**src/rtl/traffic_request_conditioner_pkg.sv**
```systemverilog
// Shared definitions for the traffic request conditioner: FSM state encoding and default timing.
package traffic_request_conditioner_pkg;

    typedef enum logic [2:0] {
        ST_IDLE   = 3'd0,
        ST_QUAL   = 3'd1,
        ST_ACTIVE = 3'd2,
        ST_HOLD   = 3'd3,
        ST_COOL   = 3'd4
    } emg_state_t;

    localparam int DEF_DEB_CYCLES = 3;
    localparam int DEF_EMG_QUAL   = 2;
    localparam int DEF_EMG_HOLD   = 4;
    localparam int DEF_EMG_COOL   = 4;
    localparam int DEF_EMG_MAX    = 20;
    localparam int DEF_CNT_W      = 16;

endpackage

```
**src/rtl/traffic_request_conditioner_sync2.sv**
```systemverilog
// Two-flop synchroniser for an asynchronous field input, synchronous active-low reset.
module traffic_request_conditioner_sync2
    import traffic_request_conditioner_pkg::*;
(
    input  logic Clk,
    input  logic reset,
    input  logic d,
    output logic q
);

    logic meta;

    always_ff @(posedge Clk) begin
        if (!reset) begin
            meta <= 1'b0;
            q    <= 1'b0;
        end else begin
            meta <= d;
            q    <= meta;
        end
    end

endmodule

```
**src/rtl/traffic_request_conditioner.sv**
```systemverilog
// Conditions loop-detector and transponder inputs into clean C / Emergency requests.
// Optional REQ_STATS_EN adds saturating car_count / emg_count statistics ports.
module traffic_request_conditioner
    import traffic_request_conditioner_pkg::*;
#(
    parameter int DEB_CYCLES = DEF_DEB_CYCLES,
    parameter int EMG_QUAL   = DEF_EMG_QUAL,
    parameter int EMG_HOLD   = DEF_EMG_HOLD,
    parameter int EMG_COOL   = DEF_EMG_COOL,
    parameter int EMG_MAX    = DEF_EMG_MAX,
    parameter int CNT_W      = DEF_CNT_W
) (
    input  logic Clk,
    input  logic reset,
    input  logic car_raw,
    input  logic emerg_raw,
    output logic C,
    output logic Emergency,
    output logic em_fault
`ifdef REQ_STATS_EN
    ,
    output logic [CNT_W-1:0] car_count,
    output logic [CNT_W-1:0] emg_count
`endif
);

    // The sample that causes entry into QUAL/HOLD counts as the first one of that window.
    localparam logic [CNT_W-1:0] DEB_LAST  = CNT_W'(DEB_CYCLES - 1);
    localparam logic [CNT_W-1:0] QUAL_LAST = CNT_W'((EMG_QUAL > 1) ? EMG_QUAL - 2 : 0);
    localparam logic [CNT_W-1:0] HOLD_LAST = CNT_W'((EMG_HOLD > 1) ? EMG_HOLD - 2 : 0);
    localparam logic [CNT_W-1:0] COOL_LAST = CNT_W'(EMG_COOL - 1);
    localparam logic [CNT_W-1:0] MAX_LAST  = CNT_W'(EMG_MAX - 1);
    localparam logic [CNT_W-1:0] CNT_ONE   = CNT_W'(1);

    function automatic logic [CNT_W-1:0] sat_inc(input logic [CNT_W-1:0] v);
        return (&v) ? v : v + CNT_ONE;
    endfunction

    logic             car_s;
    logic             emg_s;
    logic [CNT_W-1:0] deb_cnt;
    logic [CNT_W-1:0] cnt;
    logic [CNT_W-1:0] act_cnt;
    emg_state_t       state;
    logic             car_flip;
    logic             qual_done;
    logic             timeout;

    traffic_request_conditioner_sync2 u_sync_car (
        .Clk   (Clk),
        .reset (reset),
        .d     (car_raw),
        .q     (car_s)
    );

    traffic_request_conditioner_sync2 u_sync_emg (
        .Clk   (Clk),
        .reset (reset),
        .d     (emerg_raw),
        .q     (emg_s)
    );

    assign car_flip  = (car_s != C) && (deb_cnt >= DEB_LAST);
    assign qual_done = emg_s && (((state == ST_QUAL) && (cnt >= QUAL_LAST)) ||
                                 ((state == ST_IDLE) && (EMG_QUAL == 1)));
    assign timeout   = ((state == ST_ACTIVE) || (state == ST_HOLD)) && (act_cnt >= MAX_LAST);

    always_ff @(posedge Clk) begin
        if (!reset) begin
            C       <= 1'b0;
            deb_cnt <= '0;
        end else if (car_s == C) begin
            deb_cnt <= '0;
        end else if (car_flip) begin
            C       <= ~C;
            deb_cnt <= '0;
        end else begin
            deb_cnt <= sat_inc(deb_cnt);
        end
    end

    always_ff @(posedge Clk) begin
        if (!reset) begin
            state     <= ST_IDLE;
            cnt       <= '0;
            act_cnt   <= '0;
            Emergency <= 1'b0;
            em_fault  <= 1'b0;
        end else begin
            case (state)
                ST_IDLE, ST_QUAL: begin
                    if (qual_done) begin
                        state     <= ST_ACTIVE;
                        Emergency <= 1'b1;
                        cnt       <= '0;
                        act_cnt   <= '0;
                    end else if (state == ST_IDLE) begin
                        if (emg_s) begin
                            state <= ST_QUAL;
                            cnt   <= '0;
                        end
                    end else if (!emg_s) begin
                        state <= ST_IDLE;
                        cnt   <= '0;
                    end else begin
                        cnt <= sat_inc(cnt);
                    end
                end
                ST_ACTIVE, ST_HOLD: begin
                    // The timeout wins over any request change on the same edge.
                    if (timeout) begin
                        state     <= ST_COOL;
                        Emergency <= 1'b0;
                        em_fault  <= 1'b1;
                        cnt       <= '0;
                    end else begin
                        act_cnt <= sat_inc(act_cnt);
                        if (state == ST_ACTIVE) begin
                            if (!emg_s) begin
                                cnt <= '0;
                                if (EMG_HOLD > 1) begin
                                    state <= ST_HOLD;
                                end else begin
                                    state     <= ST_COOL;
                                    Emergency <= 1'b0;
                                end
                            end
                        end else if (emg_s) begin
                            state <= ST_ACTIVE;
                            cnt   <= '0;
                        end else if (cnt >= HOLD_LAST) begin
                            state     <= ST_COOL;
                            Emergency <= 1'b0;
                            cnt       <= '0;
                        end else begin
                            cnt <= sat_inc(cnt);
                        end
                    end
                end
                ST_COOL: begin
                    if (cnt >= COOL_LAST) begin
                        state <= ST_IDLE;
                        cnt   <= '0;
                    end else begin
                        cnt <= sat_inc(cnt);
                    end
                end
                default: begin
                    state     <= ST_IDLE;
                    Emergency <= 1'b0;
                    cnt       <= '0;
                end
            endcase
        end
    end

`ifdef REQ_STATS_EN
    always_ff @(posedge Clk) begin
        if (!reset) begin
            car_count <= '0;
            emg_count <= '0;
        end else begin
            if (car_flip && !C) car_count <= sat_inc(car_count);
            if (qual_done) emg_count <= sat_inc(emg_count);
        end
    end
`endif

endmodule
```
**config.mk**
```make
export PLATFORM = sky130hd
export DESIGN_NAME = traffic_request_conditioner
export DESIGN_NICKNAME = d
export VERILOG_FILES = /design/src/rtl/traffic_request_conditioner_pkg.sv /design/src/rtl/traffic_request_conditioner_sync2.sv /design/src/rtl/traffic_request_conditioner.sv
export SDC_FILE = /design/constraint.sdc
export NUM_CORES = 1
export LEC_CHECK = 0
export CELL_PAD_IN_SITES_DETAIL_PLACEMENT = 1
export CELL_PAD_IN_SITES_GLOBAL_PLACEMENT = 1
export CORE_ASPECT_RATIO = 0.7
export CORE_MARGIN = 5
export CORE_UTILIZATION = 52
export DETAILED_ROUTE_END_ITERATION = 8
export GPL_TIMING_DRIVEN = 0
export PLACE_DENSITY_LB_ADDON = 0.12
export SLEW_MARGIN = 5
export SYNTH_ARGS = -nofsm -noshare
export SYNTH_HDL_FRONTEND = slang
export SYNTH_SLANG_ARGS = --single-unit
```
**constraint.sdc**
```tcl
create_clock -name Clk -period 4.6 [get_ports Clk]
set_input_delay 0.92 -clock Clk [delete_from_list [all_inputs] [get_ports Clk]]
set_output_delay 0.92 -clock Clk [all_outputs]
set_load 0.02 [all_outputs]
```
==> metrics.yaml, run 1 <==
global_routing:
  overflow: 0
  grt_max_degree: 11
  grt_pass1_wl_um: 10600
  grt_pass1_vias: 2051
  grt_usage_pct: 22.54
  antenna_found_initial: 0
critical_path:
  crit_path_end_kind: "flop"
  cp.required_ns: 4.85
  critPathKind: "input pin to flop"
  cp_max_fo: 10
  r2r_cells: 6
  arrival_ns: 2.71
  start_kind: "input pin"
sta:
  hold_viol: 0
  layout_setup_ws_ns: 2.139
  slew_violations: 0
  tightestPinTransition_ns: 0.8892
  finalCritPeriodShare_pct: 53.49
  fin_hold_ws_ns: 0.4532
  setup_viol: 0
  rsz0062_at_grt: "false"
  min_period_ns: 2.461
  fin_skew_ns: 0.006111
  fin_setup_tns_ns: 0
  fmax_ghz: 0.4064
  max_slew_margin_pct: 40.17
synthesis:
  synth_edf_count: 0
  synth.yosys.seq_area_share_pct: 45.90
  synth_cell_types: 53
  yosysMostFrequentCell: "dfxtp_1"
  ys_async_sr_fraction_pct: 0
  yosysWarningCount: 0
  synthFlopType: "dfxtp_1"
  ys_top_cells_by_count: "58 x dfxtp_1, 16 x and2_1, 15 x nand3_1, 13 x nor4_1, 12 x nor2_1"
  synth_top_cell_area_share_pct: 45.90
  synth_top_area_cell: "dfxtp_1"
  syn_avg_cell_area_sq_um: 10.24
  syn_area_sq_um: 2530
  ys_ff_latch: 58
  syn_inst: 247
  synth.area.top_cells: "dfxtp_1 46%, a211oi_2 5.4%, and2_1 4.0%"
cts:
  cts_resized: 0
  cts_sinks: 58
  root_buffer: "clkbuf_8"
  tritoncts: "done"
  ctsHoldBuffers: 0
  h-tree-depth: 3
  insertion_delay_ns: 0.34
  clock_path_buffers: 2
  clk_pin_slew_ns: 0.07
  cts_setup_buffers: 0
  cts-buffers-inserted: 9
route:
  dr_total_vias: 2105
  totalWireLength_um: 6466
  routedWlPerCell_um: 18.47
  drt_iter0_drc: 129
  first_pass_iters: 4
  vias_per_cell: 6.014
  drc_errors: 0
  ant_nets: 0
pwr:
  vdd_drop_max_uv: 245.0
  p_per_area_nw_per_um2: 407.9
  leakagePower_uw: 0.001031
layout:
  seq_area_sq_um: 1161
  drive_gt1_share_pct: 16.73
  n_fill_cell: 528
  n_antenna_cell: 0
  area_growth_pct: 16.27
  fin_nets: 285
  multi_input_area_sq_um: 1309
  instances_no_fill: 350
flow_run:
  drv_cap: 0
floorplanning:
  ios: 7
  die_area_sq_um: 6383
  fp.coreArea_sq_um: 4756
  initial_core_util_pct: 53.20
  die_width_um: 93.37
  rows: 21
  die_h_um: 68.36
worst_hold_path:
  holdCritPathClass: "flop to flop"
  holdPathStages: 1
place:
  dp_worst_setup_slack_ns: 1.852
  dp.cells: 334
  portBuffers: 6
  gp_congestion: 0.8194
  dp_hpwl_um: 4249
run_status:
  outcome: "finished clean"
[final timing paths]
kind / from / to / slack [ns]
setup / recovery: reset / cnt[3]$_SDFFE_PN0P_ / 2.14
hold / removal: u_sync_car.meta$_SDFF_PN0_ / u_sync_car.q$_SDFF_PN0_ / 0.45
setup reg to reg: act_cnt[0]$_SDFFE_PN0P_ / act_cnt[2]$_SDFFE_PN0P_ / 2.39
hold reg to reg: u_sync_car.meta$_SDFF_PN0_ / u_sync_car.q$_SDFF_PN0_ / 0.45
[report_power, final]
part	total, uW	leakage, uW	switching (uW)	internal [uW]
sequential	537	0.000474	17.9	519
combinational	141	0.000455	94.4	46.6
clock	522	0.000103	202	320
[per-stage QoR]
step	utilization (%)	total power [uW]	cell area [sq um]
after floorplan	-	640.9	2575
after global placement	57.22	679.4	2721
after detailed placement	57.22	684.4	2721
after CTS	61.85	1208	2942
after global routing	61.85	1248	2942
final	61.85	1200	2942
[placed cells by master, fill, tap and decap left out, types with 2 or more instances in the layout]
cell / count
a211oi_1: 4
a211oi_2: 11
a21oi_1: 5
a31oi_1: 2
and2_1: 16
and3_1: 4
and4_1: 3
buf_6: 4
bufinv_16: 2
clkbuf_1: 6
clkbuf_8: 10
clkdlybuf4s50_1: 6
clkinvlp_4: 2
conb_1: 13
dfxtp_1: 58
ha_1: 5
inv_1: 9
nand2_1: 9
nand3_1: 15
nand4_1: 6
nor2_1: 12
nor3_1: 5
nor3_2: 2
nor4_1: 13
nor4_4: 2
o21a_1: 4
o21ai_0: 6
o31ai_1: 7
o41ai_1: 2
or3_1: 3
or4_1: 9
[area by class of cell]
class / count / area share [%]
buffer: 9 / 2.297
clock buffer: 12 / 4.934
clock inverter: 4 / 2.552
inverter: 10 / 1.276
multi-input combinational: 182 / 44.49
sequential: 58 / 39.47
tap: 69 / 2.935
timing repair buffer: 6 / 2.042
[critical path, cell delays in order]
cell and delay [ns]:
clkdlybuf4s50_1 0.65, clkinv_1 0.39, clkbuf_1 0.43, a211oi_2 0.31
[sequential cells by signal, summed over array words and instances (netlist names)]
signal / cells
u_sync_car.q: 1
u_sync_car.meta: 1
deb_cnt: 16
act_cnt: 16
C: 1
u_sync_emg.meta: 1
cnt: 16
u_sync_emg.q: 1
em_fault: 1
Emergency: 1
state: 3
[kinds of logic after synthesis]
logic type                 after synthesis  share of synthesized area (%)
buffers and inverters                   19                          4.154
other                                    1                         0.1482
muxes                                    2                         0.8407
AOI/OAI and AO/OA                       52                          18.05
xor gates and xnor gates                 1                         0.3463
adders and majority gates                5                          2.473
DFF                                     58                          45.90
and+or+nand+nor                        109                          28.09
[metal layers]
metal  GRT usage (%)  vias to the layer above  part of all wire [%]  wire length (um)
li1                -                      999                     -                 -
met4           11.70                        0                   1.9               123
met1           28.69                     1044                    49              3137
met5               0                        -                     0                 0
met3           6.264                       13                   4.1               267
met2           35.26                       49                    45              2937
Power figures use the tool's default switching activity.
==> run 2: changes to the inputs <==
Settings changed: CORE_UTILIZATION 52 to 43.
Clock period 4.6 ns to 2.19 ns, I/O delays scaled along.
==> run 2 against run 1 <==
  * Design area increased by 1.4%
  * Count of clock-buffer cells in the layout fell by 1
  * First-iteration DRC count shrank 20%
  * Hold slack worse by 0.019 ns
  * Non-clock buffer count up 3
  * Utilization decreased by 9.8 points
  * Die area increased by 18%
  * Largest power group unchanged
  * Final cell count increased by 2.6%
  * Power grew 100%
==> metrics.yaml, run 2 (synthesized netlist as in run 1, its figures left out) <==
global_routing:
  grt_max_degree: 11  # unchanged
  overflow: 0  # unchanged
  grt_pass1_wl_um: 9832  # -7.2%
  grt_pass1_vias: 1918  # -6.5%
  antenna_found_initial: 0  # unchanged
  grt_usage_pct: 17.08  # -5.5 points
sta:
  hold_viol: 0  # unchanged
  tightestPinTransition_ns: 0.7671  # -0.1221 ns
  setup_viol: 0  # unchanged
  fin_hold_ws_ns: 0.4340  # -0.01917 ns
  fin_setup_tns_ns: 0  # unchanged
  max_slew_margin_pct: 48.86  # +8.7 points
  min_period_ns: 2.070
  finalCritPeriodShare_pct: 94.53
  fmax_ghz: 0.4831
  rsz0062_at_grt: "false"
  slew_violations: 0  # unchanged
  fin_skew_ns: 0.008010  # +0.001899 ns
cts:
  root_buffer: "clkbuf_8"
  cts_sinks: 58  # unchanged
  h-tree-depth: 3  # unchanged
  clock_path_buffers: 2  # unchanged
  tritoncts: "done"
  cts-buffers-inserted: 9  # unchanged
  ctsHoldBuffers: 0  # unchanged
  clk_pin_slew_ns: 0.07  # about the same
  insertion_delay_ns: 0.34  # about the same
floorplanning:
  die_width_um: 101.7  # +8.9%
  die_area_sq_um: 7542  # +18%
  initial_core_util_pct: 44.18  # -9.0 points
  die_h_um: 74.18  # +8.5%
  rows: 23  # +9.5%
  fp.coreArea_sq_um: 5727  # +20%
  ios: 7  # unchanged
layout:
  drive_gt1_share_pct: 20.07  # +3.3 points
  n_antenna_cell: 0  # unchanged
  final_common_cell: "dfxtp_1"
  fin_nets: 288  # +1.1%
  instances_no_fill: 359  # +2.6%
  stdcell_area_sq_um: 2983  # +1.4%
  area_growth_pct: 17.90
  top_regs: "act_cnt x16, cnt x16, deb_cnt x16"
  final_cell_mix: "57 x dfxtp_1, 16 x and2_1, 15 x nand3_1"
critical_path:
  crit_path_end_kind: "flop"
  cp_max_fo: 10  # unchanged
  start_kind: "flop"
  cp.required_ns: 2.44  # -2.41 ns
  critPathKind: "flop to flop"
  arrival_ns: 2.32  # -0.39 ns
run_status:
  outcome: "finished clean"
route:
  totalWireLength_um: 5927  # -8.3%
  routedWlPerCell_um: 16.51  # -11%
  dr_total_vias: 2007  # -4.7%
  ant_nets: 0  # unchanged
  first_pass_iters: 4  # unchanged
  drc_errors: 0  # unchanged
  drt_iter0_drc: 103  # -20%
  vias_per_cell: 5.591  # -7.0%
flow_run:
  drv_cap: 0  # unchanged
place:
  gp_congestion: 0.7685  # -6.2%
  dp.cells: 340  # +1.8%
  dp_hpwl_um: 4253  # about the same
  portBuffers: 6  # unchanged
  placed_cell_area_sq_um: 2729  # +0.28%
worst_hold_path:
  holdCritPathClass: "flop to flop"
pwr:
  leakagePower_uw: 0.001046  # +1.5%
  p_per_area_nw_per_um2: 818.2  # +100%
  p_total_uw: 2441  # +100%
  vdd_drop_max_uv: 374.9  # +53%
## run 2: worst paths after layout
kind	from	to	slack (ns)	cells past startpoint
setup / recovery	cnt[1]$_SDFFE_PN0P_	cnt[2]$_SDFFE_PN0P_	0.12	8
hold / removal	u_sync_emg.meta$_SDFF_PN0_	u_sync_emg.q$_SDFF_PN0_	0.43	1
setup reg to reg	cnt[1]$_SDFFE_PN0P_	cnt[2]$_SDFFE_PN0P_	0.12	8
hold reg to reg	u_sync_emg.meta$_SDFF_PN0_	u_sync_emg.q$_SDFF_PN0_	0.43	1
## run 2: final cells by class
class	count	area, sq um
timing repair buffer	9	82.58
clock inverter	5	52.55
clock buffer	11	151.4
sequential	58	1162
fill	647	2744
buffer	9	67.56
inverter	10	37.54
tap	75	93.84
multi-input combinational	182	1335
## run 2: critical path, cell delays in order, from the launching register on
cell	delay, ns
dfxtp_2	0.43
ha_2	0.26
nand2_1	0.15
or3_4	0.39
nor2_4	0.13
buf_6	0.15
buf_6	0.16
o31ai_1	0.09
a211oi_2	0.21
## run 2: layer usage
| metal | routed length (um) | global-route usage, % | part of all wire, % | vias up |
|---|---|---|---|---|
| met1 | 3289 | 25.59 | 55 | 965 |
| met4 | 82 | 5.752 | 1.4 | 0 |
| li1 | - | - | - | 997 |
| met3 | 250 | 5.811 | 4.2 | 7 |
| met2 | 2304 | 22.54 | 39 | 38 |
| met5 | 0 | 0 | 0 | - |
## run 2: power by group
part           leakage, uW  internal [uW]  switching (uW)
combinational     0.000467            108             200
sequential        0.000474           1090            37.4
clock             0.000105            581             424
## run 2: metrics by stage
stage	setup WS, ns	utilization, %
after floorplan	0.3250	-
after global placement	-0.09740	47.65
after detailed placement	-0.08311	47.65
after CTS	0.04231	51.21
after global routing	0.006060	52.09
final	0.1198	52.09
## run 2: what timing repair did
| item | CTS | global route |
|---|---|---|
| gates resized for setup | 0 | 6 |
| setup endpoints to repair | 0 | 16 |
| setup buffers | 0 | 3 |
==> run 3: changes to the inputs <==
Settings changed: CORE_UTILIZATION 43 to 32.
==> run 3 against run 2 <==
  * Fmax is 0.33% higher
  * Sequential share of layout area is 1.9 points lower
  * Critical path depth stayed put
  * Flip-flop and latch count unchanged
  * Non-clock buffer count shrank 1
  * Design area up 5.2%
  * Setup slack better by 0.0069 ns
  * Power is 24% higher
  * Critical endpoint is now cnt[6]$_SDFFE_PN0P_
  * Global-route usage shrank 3.5 points
  * Via count fell by 1.0%
  * Die area increased by 30%
  * Sequential power about the same
==> metrics.yaml, run 3 (synthesized netlist as in run 1, its figures left out) <==
global_routing:
  antenna_found_initial: 0  # unchanged
  grt_usage_pct: 13.62  # -3.5 points
  grt_max_degree: 11  # unchanged
  grt_pass1_vias: 1940  # +1.1%
  overflow: 0  # unchanged
  grt_pass1_wl_um: 10120  # +2.9%
critical_path:
  path_cells: "ha_1 > o31ai_4 > nand4_4 > o21ai_4 > buf_4 > a211oi_4 > buf_4 > a211oi_2"
  arrival_ns: 2.24  # -0.08 ns
  slowest_delay_ns: 0.43  # about the same
  critPathKind: "flop to flop"
  reg2reg_from: "act_cnt[0]$_SDFFE_PN0P_"
  cp_num_buf_inv: 2  # unchanged
  cp_max_fo: 10  # unchanged
  crit_path_end_kind: "flop"
  crit_slowest_cell: "a211oi_4"
  crit_family: "compound AO/OA/AOI/OAI gates"
  reg2reg_slack_ns: 0.13  # about the same
  crit_top_cell: "buf_4"
  start_kind: "flop"
  r2r_cells: 8  # unchanged
  r2r-end: "cnt[6]$_SDFFE_PN0P_"
  cp.required_ns: 2.37  # -0.07 ns
sta:
  tightestPinTransition_ns: 0.7228  # -0.04428 ns
  hold_viol: 0  # unchanged
  max_slew_margin_pct: 51.37  # +2.5 points
  fin_skew_ns: 0.006645  # -0.001365 ns
  finalCritPeriodShare_pct: 94.21  # -0.31 points
  setup_viol: 0  # unchanged
  layout_setup_ws_ns: 0.1267  # +0.006875 ns
  rsz0062_at_grt: "false"
  slew_violations: 0  # unchanged
  min_period_ns: 2.063  # -0.006875 ns
  fmax_ghz: 0.4847  # +0.33%
  fin_setup_tns_ns: 0  # unchanged
cts:
  clk_pin_slew_ns: 0.05  # -0.02 ns
  cts_sinks: 58  # unchanged
  tritoncts: "done"
  cts-buffers-inserted: 9  # unchanged
  ctsHoldBuffers: 0  # unchanged
  root_buffer: "clkbuf_16"
  clock_path_buffers: 2  # unchanged
  insertion_delay_ns: 0.33  # about the same
  h-tree-depth: 3  # unchanged
layout:
  final_util_pct: 40.40  # -12 points
  area_growth_pct: 24.09
  fin_nets: 287  # -0.35%
  top_regs: "act_cnt x16, cnt x16, deb_cnt x16"
  n_antenna_cell: 0  # unchanged
  final_common_cell: "dfxtp_1"
  drive_gt1_share_pct: 19.43  # -0.64 points
  final_cell_mix: "57 x dfxtp_1, 16 x and2_1, 15 x nand3_1"
route:
  vias_per_cell: 5.174  # -7.4%
  drt_iter0_drc: 69  # -33%
  routedWlPerCell_um: 16.07  # -2.7%
  first_pass_iters: 4  # unchanged
  ant_nets: 0  # unchanged
  drc_errors: 0  # unchanged
  dr_total_vias: 1987  # -1.0%
  totalWireLength_um: 6170  # +4.1%
floorplanning:
  die_h_um: 84.39  # +14%
  die_area_sq_um: 9812  # +30%
  die_width_um: 116.3  # +14%
  ios: 7  # unchanged
  rows: 27  # +17%
  fp.coreArea_sq_um: 7770  # +36%
  initial_core_util_pct: 32.56  # -12 points
worst_hold_path:
  holdPathStages: 1  # unchanged
  holdCritPathClass: "flop to flop"
  min_to: "u_sync_emg.q$_SDFF_PN0_"
  min_from: "u_sync_emg.meta$_SDFF_PN0_"
run_status:
  outcome: "finished clean"
pwr:
  vdd_drop_max_uv: 502.3  # +34%
  leakagePower_uw: 0.001102  # +5.4%
  p_per_area_nw_per_um2: 962.1  # +18%
  p_total_uw: 3020  # +24%
place:
  dp_hpwl_um: 4364  # +2.6%
  gp_congestion: 0.7741  # +0.73%
  portBuffers: 6  # unchanged
  dp_worst_setup_slack_ns: -0.1439  # -0.06079 ns
flow_run:
  drv_cap: 0  # unchanged
[run 3: area by class of cell]
type | count | area [sq um]
plain buffers | 9 | 67.56
clock buffers | 12 | 266.5
clock inverters | 4 | 72.57
fillers | 887 | 4631
inverters | 10 | 37.54
multi-input cells | 182 | 1331
flip-flops and latches | 58 | 1162
well taps | 101 | 126.4
repair buffers | 8 | 75.07
[run 3: worst max-delay path by stage]
stage	start	end	slack, ns	cells after the start
after floorplan	act_cnt[0]$_SDFFE_PN0P_	act_cnt[2]$_SDFFE_PN0P_	0.32	6
after global placement	reset	cnt[8]$_SDFFE_PN0P_	-0.16	4
after detailed placement	reset	cnt[9]$_SDFFE_PN0P_	-0.14	4
after CTS	act_cnt[0]$_SDFFE_PN0P_	cnt[6]$_SDFFE_PN0P_	0.005	7
after global routing	act_cnt[0]$_SDFFE_PN0P_	cnt[6]$_SDFFE_PN0P_	0.003	8
final	act_cnt[0]$_SDFFE_PN0P_	cnt[6]$_SDFFE_PN0P_	0.13	8
[run 3: stage by stage]
stage / hold WS [ns] / std cells / area, sq um
after floorplan: 0.4119 / 259 / 2575
after global placement: 0.4159 / 366 / 2761
after detailed placement: 0.4241 / 366 / 2761
after CTS: 0.4331 / 382 / 3100
after global routing: 0.4422 / 384 / 3139
final: 0.4340 / 384 / 3139
[run 3: layer usage]
| layer | track usage, % | part of all wire (%) | vias up |
|---|---|---|---|
| met5 | 0 | 0 | - |
| met4 | 5.058 | 1.2 | 0 |
| met3 | 5.692 | 4.6 | 7 |
| met2 | 18.43 | 41 | 30 |
| met1 | 19.10 | 53 | 951 |
| li1 | - | - | 999 |
[run 3: report_power, final]
| part | total, uW | switching, uW | leakage [uW] | internal, uW |
|---|---|---|---|---|
| sequential | 1130 | 36.0 | 0.000474 | 1090 |
| combinational | 328 | 213 | 0.000463 | 115 |
| clock | 1560 | 478 | 0.000165 | 1090 |
| total | 3020 | 727 | 0.00110 | 2290 |
[run 3: what timing repair did]
| item | 4_1_cts | 5_1_grt |
|---|---|---|
| endpoints found under the hold margin | 0 | 0 |
| setup buffers | 0 | 2 |
| setup endpoints to repair | 0 | 14 |
| resized for setup | 0 | 5 |
